<file path="src/rtl/gemm2x2_k_sequencer.sv">
// rtl/gemm2x2_k_sequencer.sv - K-slice sequencer that computes one 2x2 GEMM tile on mac_array_2x2
//
// Ports:
//   clk, rst_n            clock (rising edge), asynchronous active-low reset
//   start, k_len          command pulse and number of K-slices (sampled with start)
//   busy, err             high outside IDLE; sticky timeout flag cleared by next start
//   s_valid/s_ready       K-slice stream handshake, s_a0/s_a1 = A[0..1][k], s_b0/s_b1 = B[k][0..1]
//   mac_in_valid, mac_*   issue strobe, operands and accumulator inputs to the MAC array
//   mac_out_valid, mac_y* MAC array results
//   res_valid/res_ready   finished-tile handshake, res_y* = tile
module gemm2x2_k_sequencer #(
  parameter int KW      = 8,
  parameter int TIMEOUT = 64
) (
  input  logic                 clk,
  input  logic                 rst_n,
  input  logic                 start,
  input  logic [KW-1:0]        k_len,
  output logic                 busy,
  output logic                 err,
  input  logic                 s_valid,
  output logic                 s_ready,
  input  logic signed [7:0]    s_a0,
  input  logic signed [7:0]    s_a1,
  input  logic signed [7:0]    s_b0,
  input  logic signed [7:0]    s_b1,
  output logic                 mac_in_valid,
  output logic signed [7:0]    mac_a0,
  output logic signed [7:0]    mac_a1,
  output logic signed [7:0]    mac_b0,
  output logic signed [7:0]    mac_b1,
  output logic signed [31:0]   mac_acc00,
  output logic signed [31:0]   mac_acc01,
  output logic signed [31:0]   mac_acc10,
  output logic signed [31:0]   mac_acc11,
  input  logic                 mac_out_valid,
  input  logic signed [31:0]   mac_y00,
  input  logic signed [31:0]   mac_y01,
  input  logic signed [31:0]   mac_y10,
  input  logic signed [31:0]   mac_y11,
  output logic                 res_valid,
  input  logic                 res_ready,
  output logic signed [31:0]   res_y00,
  output logic signed [31:0]   res_y01,
  output logic signed [31:0]   res_y10,
  output logic signed [31:0]   res_y11
);

  localparam int TW = $clog2(TIMEOUT + 1);

  typedef enum logic [2:0] {
    S_IDLE,
    S_LOAD,
    S_ISSUE,
    S_WAIT,
    S_DONE
  } state_t;

  state_t             state;
  logic signed [31:0] p00, p01, p10, p11;
  logic [KW-1:0]      cnt;
  logic [KW-1:0]      k_lat;
  logic [TW-1:0]      tcnt;
  logic [KW-1:0]      cnt_next;

  assign cnt_next = cnt + KW'(1);

  always_ff @(posedge clk or negedge rst_n) begin
    if (!rst_n) begin
      state        <= S_IDLE;
      busy         <= 1'b0;
      err          <= 1'b0;
      s_ready      <= 1'b0;
      mac_in_valid <= 1'b0;
      mac_a0       <= '0;
      mac_a1       <= '0;
      mac_b0       <= '0;
      mac_b1       <= '0;
      mac_acc00    <= '0;
      mac_acc01    <= '0;
      mac_acc10    <= '0;
      mac_acc11    <= '0;
      res_valid    <= 1'b0;
      res_y00      <= '0;
      res_y01      <= '0;
      res_y10      <= '0;
      res_y11      <= '0;
      p00          <= '0;
      p01          <= '0;
      p10          <= '0;
      p11          <= '0;
      cnt          <= '0;
      k_lat        <= '0;
      tcnt         <= '0;
    end else begin
      case (state)
        S_IDLE: begin
          if (start) begin
            p00   <= '0;
            p01   <= '0;
            p10   <= '0;
            p11   <= '0;
            k_lat <= k_len;
            cnt   <= '0;
            err   <= 1'b0;
            busy  <= 1'b1;
            if (k_len == '0) begin
              // Empty reduction: the tile is all zero and no slice is issued.
              state     <= S_DONE;
              res_valid <= 1'b1;
              res_y00   <= '0;
              res_y01   <= '0;
              res_y10   <= '0;
              res_y11   <= '0;
            end else begin
              state   <= S_LOAD;
              s_ready <= 1'b1;
            end
          end
        end

        S_LOAD: begin
          if (s_valid) begin
            mac_a0       <= s_a0;
            mac_a1       <= s_a1;
            mac_b0       <= s_b0;
            mac_b1       <= s_b1;
            mac_acc00    <= p00;
            mac_acc01    <= p01;
            mac_acc10    <= p10;
            mac_acc11    <= p11;
            s_ready      <= 1'b0;
            mac_in_valid <= 1'b1;
            state        <= S_ISSUE;
          end
        end

        S_ISSUE: begin
          mac_in_valid <= 1'b0;
          tcnt         <= '0;
          state        <= S_WAIT;
        end

        S_WAIT: begin
          if (mac_out_valid) begin
            p00 <= mac_y00;
            p01 <= mac_y01;
            p10 <= mac_y10;
            p11 <= mac_y11;
            cnt <= cnt_next;
            if (cnt_next == k_lat) begin
              state     <= S_DONE;
              res_valid <= 1'b1;
              res_y00   <= mac_y00;
              res_y01   <= mac_y01;
              res_y10   <= mac_y10;
              res_y11   <= mac_y11;
            end else begin
              state   <= S_LOAD;
              s_ready <= 1'b1;
            end
          end else if (tcnt == TW'(TIMEOUT - 1)) begin
            // tcnt==TIMEOUT-1 marks the last allowed WAIT cycle; abort without a result.
            err   <= 1'b1;
            busy  <= 1'b0;
            p00   <= '0;
            p01   <= '0;
            p10   <= '0;
            p11   <= '0;
            state <= S_IDLE;
          end else begin
            tcnt <= tcnt + TW'(1);
          end
        end

        S_DONE: begin
          if (res_ready) begin
            res_valid <= 1'b0;
            busy      <= 1'b0;
            state     <= S_IDLE;
          end
        end

        default: begin
          state <= S_IDLE;
          busy  <= 1'b0;
        end
      endcase
    end
  end

endmodule

</file>
<file path="config.mk">
export PLATFORM = sky130hd
export DESIGN_NAME = gemm2x2_k_sequencer
export DESIGN_NICKNAME = d
export VERILOG_FILES = /design/src/rtl/gemm2x2_k_sequencer.sv
export SDC_FILE = /design/constraint.sdc
export NUM_CORES = 1
export LEC_CHECK = 0
export ABC_AREA = 1
export CAP_MARGIN = 20
export CELL_PAD_IN_SITES_DETAIL_PLACEMENT = 0
export CELL_PAD_IN_SITES_GLOBAL_PLACEMENT = 1
export CORE_UTILIZATION = 33
export CTS_CLUSTER_SIZE = 24
export DETAILED_ROUTE_END_ITERATION = 8
export GPL_TIMING_DRIVEN = 0
export HOLD_SLACK_MARGIN = 0.03
export PLACE_DENSITY = 0.86
export RECOVER_POWER = 100
export SETUP_SLACK_MARGIN = 0.15
export SLEW_MARGIN = 25
export SYNTH_ARGS = -nofsm -noshare
export SYNTH_HDL_FRONTEND = slang
export SYNTH_SLANG_ARGS = --single-unit
</file>
<file path="constraint.sdc">
create_clock -name clk -period 2.2 [get_ports clk]
set_clock_uncertainty 0.2 [all_clocks]
set_input_delay 0.44 -clock clk [delete_from_list [all_inputs] [get_ports clk]]
set_output_delay 0.44 -clock clk [all_outputs]
set_load 0.01 [all_outputs]
</file>
After elaboration in Yosys (flattened, before gate mapping)

Index checks and enable logic that the tools add are counted.

Bits in registers: 447
Input bits: 174
Output and inout bits: 293
Logic and storage cells: 126

Add/sub/neg operators: 2
Equality and inequality tests: 18
Multiplexer cells: 60
Bitwise operators: 1
Reductions and logical operators: 20

Operators by type and width:

| cell                                                 | count |
|---|---|
| two-way mux 32 bit                                   | 16 |
| one-hot mux 32 bit (2 select lines)                  | 8 |
| inequality test 2 bit (second input constant)        | 11 |
| two-way mux 3 bit                                    | 7 |
| two-way mux 1 bit                                    | 17 |
| two-way mux 8 bit                                    | 2 |
| one-hot mux 8 bit (2 select lines)                   | 1 |
| one-hot mux 3 bit (5 select lines)                   | 1 |
| two-way mux 7 bit                                    | 2 |
| one-hot mux 7 bit (2 select lines)                   | 1 |
| AND reduction 6 bit                                  | 2 |
| AND reduction 5 bit                                  | 2 |
| AND reduction 3 bit                                  | 3 |
| adder 8 x 1 -> 8 bit (second input constant)         | 1 |
| equality test 8 bit                                  | 1 |
| zero test 8 bit                                      | 1 |
| AND reduction 4 bit                                  | 2 |
| adder 7 x 1 -> 7 bit (second input constant)         | 1 |
| equality test 7 x 6 -> 1 bit (second input constant) | 1 |
| equality test 3 x 2 -> 1 bit (second input constant) | 2 |
| one-hot mux 1 bit (3 select lines)                   | 2 |
| AND reduction 2 bit                                  | 3 |
| nonzero test 2 bit                                   | 3 |
| nonzero test 3 bit                                   | 2 |
| 8 further kinds                                      | 9 |

Depth between registers and ports, before layout

Word-level depth: 5
Gate-level depth with buffers: 16
Depth with buffers taken out: 14

Worst setup path before layout

No wires, ideal clock.

Kind: reg2reg
From: register cnt[0]
To: register res_y01[0]
Setup time: 0.118 ns
Arrival: 1.788 ns
Data required time: 1.882 ns
Slack: 0.095 ns
Stages on the path, launching flop included: 16
Path buffers: 2
Clock period less this slack: 2.105 ns
Cells stage by stage: dfrtp_1 ha_1 nand2_1 nor2_1 nand2_1 nand2_1 nand2_1 nand2_1 nor2_1 nand3_2 nand2_1 nand2_2 buf_6 buf_6 nand2_1 o21ai_2

Word-level cells in the longest chain between the ends: 4

Ends and longest elaborated chain:

| element                                | line | source |
|---|---|---|
| from (decl)                            | 61   | `logic [KW-1:0] cnt;` |
| from (signal assigned)                 | 150  | `cnt <= cnt_next;` |
| adder 8 x 1 -> 8 bit                   | 66   | `assign cnt_next = cnt + KW'(1);` |
| equality test 8 bit                    | 151  | `if (cnt_next == k_lat) begin` |
| inequality test 2 bit (no source line) | n/a  |  |
| AND reduction 5 bit (no source line)   | n/a  |  |
| to (signal assigned)                   | 155  | `res_y01 <= mac_y01;` |
| to (decl)                              | 44   | `output logic signed [31:0] res_y01,` |

No other way between the ends.
A chain may end at the register's enable or synchronous reset.

Worst setup path in the final report

From: register cnt[1]
To: register res_y10[21]

Word-level cells in the longest chain between the ends: 4

Ends and longest elaborated chain:

| element                                | line | source |
|---|---|---|
| adder 8 x 1 -> 8 bit                   | 66   |  |
| equality test 8 bit                    | 151  |  |
| inequality test 2 bit (no source line) | n/a  |  |
| AND reduction 5 bit (no source line)   | n/a  |  |
| to (signal assigned)                   | 156  | `res_y10 <= mac_y10;` |
| to (decl)                              | 45   | `output logic signed [31:0] res_y10,` |

No other way between the ends.

==> out/metrics.yaml <==
outcome:
  run_status: "finished with violations"
  violations: "negative setup slack"
detailed_routing:
  dr.pass1.iters: 5
  drc: 0
  ant_nets: 0
  first_iter_violations: 855
  vias: 15400
  drt_wl_total_um: 63200
  viasPerCell: 4.91
  wl_per_cell_um: 20.1
critical_path:
  cp_max_fo: 6
  r2r-end: "res_y10[21]"
  cp_top_family: "simple AND/OR/NAND/NOR gates"
  crit_type: "flop to flop"
  rr_worst_depth: 14
  arrival_ns: 2.56
  cp_num_buf_inv: 2
  crit_path_end_kind: "flop"
  reg2reg_from: "cnt[1]"
  cp_slowest_stage_delay_ns: 0.43
  crit_chain: "ha_4 > nand3_4 > nor2_2 > nand2_2 > nand3b_1 > nand2_1 > nor2_4 > nand3_4 > nand2_4 > nand2_8 > buf_16 > clkbuf_16 > nand2_1 > o21ai_2"
  r2r_setup_slack_ns: -0.11
  required_ns: 2.45
  start_kind: "flop"
  slowest_stage: "dfrtp_2"
sta:
  relSlewSlack: 0.441
  period_share: 1.05
  period_needed_ns: 2.31
  rsz0062_at_grt: "yes"
  fmaxAchievable_mhz: 433
  drv_slew: 0
  hold_violations: 0
  setup_viol: 139
  worstMarginPinSlew_ns: 0.839
  layout_setup_ws_ns: -0.109
yosys:
  yosys_register_bits: 447
  async_flop_share: 1.00
  syn-num-nets: 1998
  synth_edf_count: 0
  yosysWarnings: 0
  netlist_instances: 1822
  synth_cell_types: 31
  synth.yosys.seq_area_share: 0.622
  syn_area_per_cell_um2: 9.87
  ys.flop_type: "dfrtp_1"
  syn_area_um2: 18000
layout:
  syn_to_final_growth_pct: 54.6
  layout.nets: 2585
  fin_util: 0.516
  stdcell_count: 3147
  layout-drive-gt1-share: 0.223
min_path:
  hp-class: "primary input to asynchronous set/reset pin"
cts:
  cts_tree: "done"
  clk_latency_ns: 0.58
  cts-root-buf: "clkbuf_16"
  cts.clk_slew.worst_paths_ns: 0.06
  cts_buffers: 51
  numClockSinks: 447
  cts_buffer_depth: 3
  htree_levels: 2
floorplanning:
  num_rows: 85
  die_area_um2: 55400
  ios: 467
  initial_utilization: 0.334
  fp.coreArea_um2: 53800
  die_h_um: 235
  die_x_um: 235
placement:
  place_ws_ns: -1.08
  portBuffers: 466
  place_hpwl_um: 43700
  dp.cells: 2989
  gp_congestion: 0.878
global_route:
  grt_pass1_vias: 15800
  antenna_found_initial: 6
  grt_pass1_wl_um: 94200
  grt.overflow.total: 0
  grt_use_total: 0.220
  grt_max_degree: 92
pwr:
  ir_worst_vdd_mv: 0.876
  powerDensity_nw_per_um2: 1350
  p_leak_uw: 0.0162
flow_run:
  maxCapViolCount: 0
[cell usage after synthesis (2+ instances only)]
library cell    n  area (um2)
ha_1            2        25.0
dfrtp_1       447       11200
nor3b_1         3        22.5
o21ai_2       120        1050
nand4_1         3        18.8
nor3_1          8        40.0
nand2_1       758        2850
nand3b_1        3        22.5
buf_1           4        15.0
nor2_4          3        33.8
nor2_2          3        18.8
clkbuf_1       74         278
nor2_1         22        82.6
nand3_1        27         135
buf_6          27         304
inv_2           7        26.3
o22ai_1         3        18.8
o21ai_0       125         626
inv_1          83         312
buf_2           7        35.0
o21ai_1         2        10.0
nand2_2         3        18.8
a32o_1         77         771
a21oi_1         4        20.0
[cell type report]
cell class,count,area [um2]
multi-input cells,1173,6470
repair buffers,535,6120
flip-flops and latches,447,11200
clock inverters,16,236
diodes,1,2.50
plain buffers,111,1040
inverters,90,353
clock buffers,78,1510
well taps,696,871
fillers,4702,26000
[through the flow]
stage / hold slack (ns) / TNS [ns] / total power [uW] / cell area, um2
global route: 0.197 / -32.07 / 39600 / 27800
finish: 0.192 / -9.21 / 37500 / 27800
floorplan: -0.0556 / 0 / 19800 / 18100
detailed placement: 0.260 / -337.48 / 27400 / 23700
CTS: 0.161 / -12.57 / 37200 / 26200
global placement: 0.254 / -8890.83 / 27100 / 23600
[metal layers]
metal | GRT usage | wire length [um]
met5 | 0 | 66
met4 | 0.0600 | 1570
met3 | 0.0561 | 4330
met2 | 0.380 | 31600
met1 | 0.273 | 25600
[repair_timing]
item	in CTS	in global routing
hold endpoints to repair	73	0
pin swaps	12	23
setup endpoints to repair	724	705
gates resized for setup	222	478
setup buffers	27	23
hold buffers	1	0
cloned	3	10
[worst max path at each step]
stage / slack, ns / to / start / cells past startpoint
floorplan: 0.13 / res_y01[0] / cnt[0] / 14
global placement: -19.08 / mac_a0[0] / rst_n / 1
detailed placement: -1.08 / p10[4] / mac_out_valid / 9
CTS: -0.12 / res_y00[6] / cnt[1] / 15
global route: -0.21 / res_y10[17] / cnt[1] / 15
finish: -0.11 / res_y10[21] / cnt[1] / 14
[power by group]
part           internal (uW)  switching (uW)  leakage [uW]
sequential             11300            1790       0.00595
combinational           7130            8590       0.00942
clock                   5320            3440      0.000848
[kinds of logic after synthesis]
group	after synthesis	share of synthesized area
simple gates	836	0.182
flops	447	0.622
compound gates	333	0.140
buf+inv	202	0.0539
xor+xnor	2	0.000975
fa+ha+maj	2	0.00139
[worst register-to-register path, stage by stage (launching register included)]
cell,delay (ns)
dfrtp_2,0.43
ha_4,0.20
nand3_4,0.08
nor2_2,0.13
nand2_2,0.07
nand3b_1,0.08
nand2_1,0.08
nor2_4,0.13
nand3_4,0.11
nand2_4,0.09
nand2_8,0.10
buf_16,0.19
clkbuf_16,0.17
nand2_1,0.07
o21ai_2,0.05
[cells in the final DEF, fill, tap and decap left out, types with 6 or more instances in the layout]
master | Yosys | layout
o21ai_2 | 120 | 127
buf_2 | 7 | 9
clkbuf_2 | 0 | 35
clkbuf_16 | 0 | 63
nand3_1 | 27 | 24
dlygate4sd2_1 | 0 | 63
nand2_1 | 758 | 632
dfrtp_2 | 0 | 6
nand2_4 | 1 | 19
clkbuf_8 | 0 | 14
o21ai_0 | 125 | 108
buf_6 | 27 | 21
clkdlybuf4s50_1 | 0 | 178
inv_1 | 83 | 78
buf_16 | 0 | 7
o21ai_1 | 2 | 12
dfrtp_1 | 447 | 441
inv_2 | 7 | 9
buf_12 | 0 | 25
nor2_1 | 22 | 14
buf_8 | 0 | 12
nor2_4 | 3 | 13
buf_4 | 0 | 37
dlymetal6s2s_1 | 0 | 224
nand2_2 | 3 | 107
clkbuf_1 | 74 | 32
a32o_1 | 77 | 77
(Power assumes the default switching activity.)
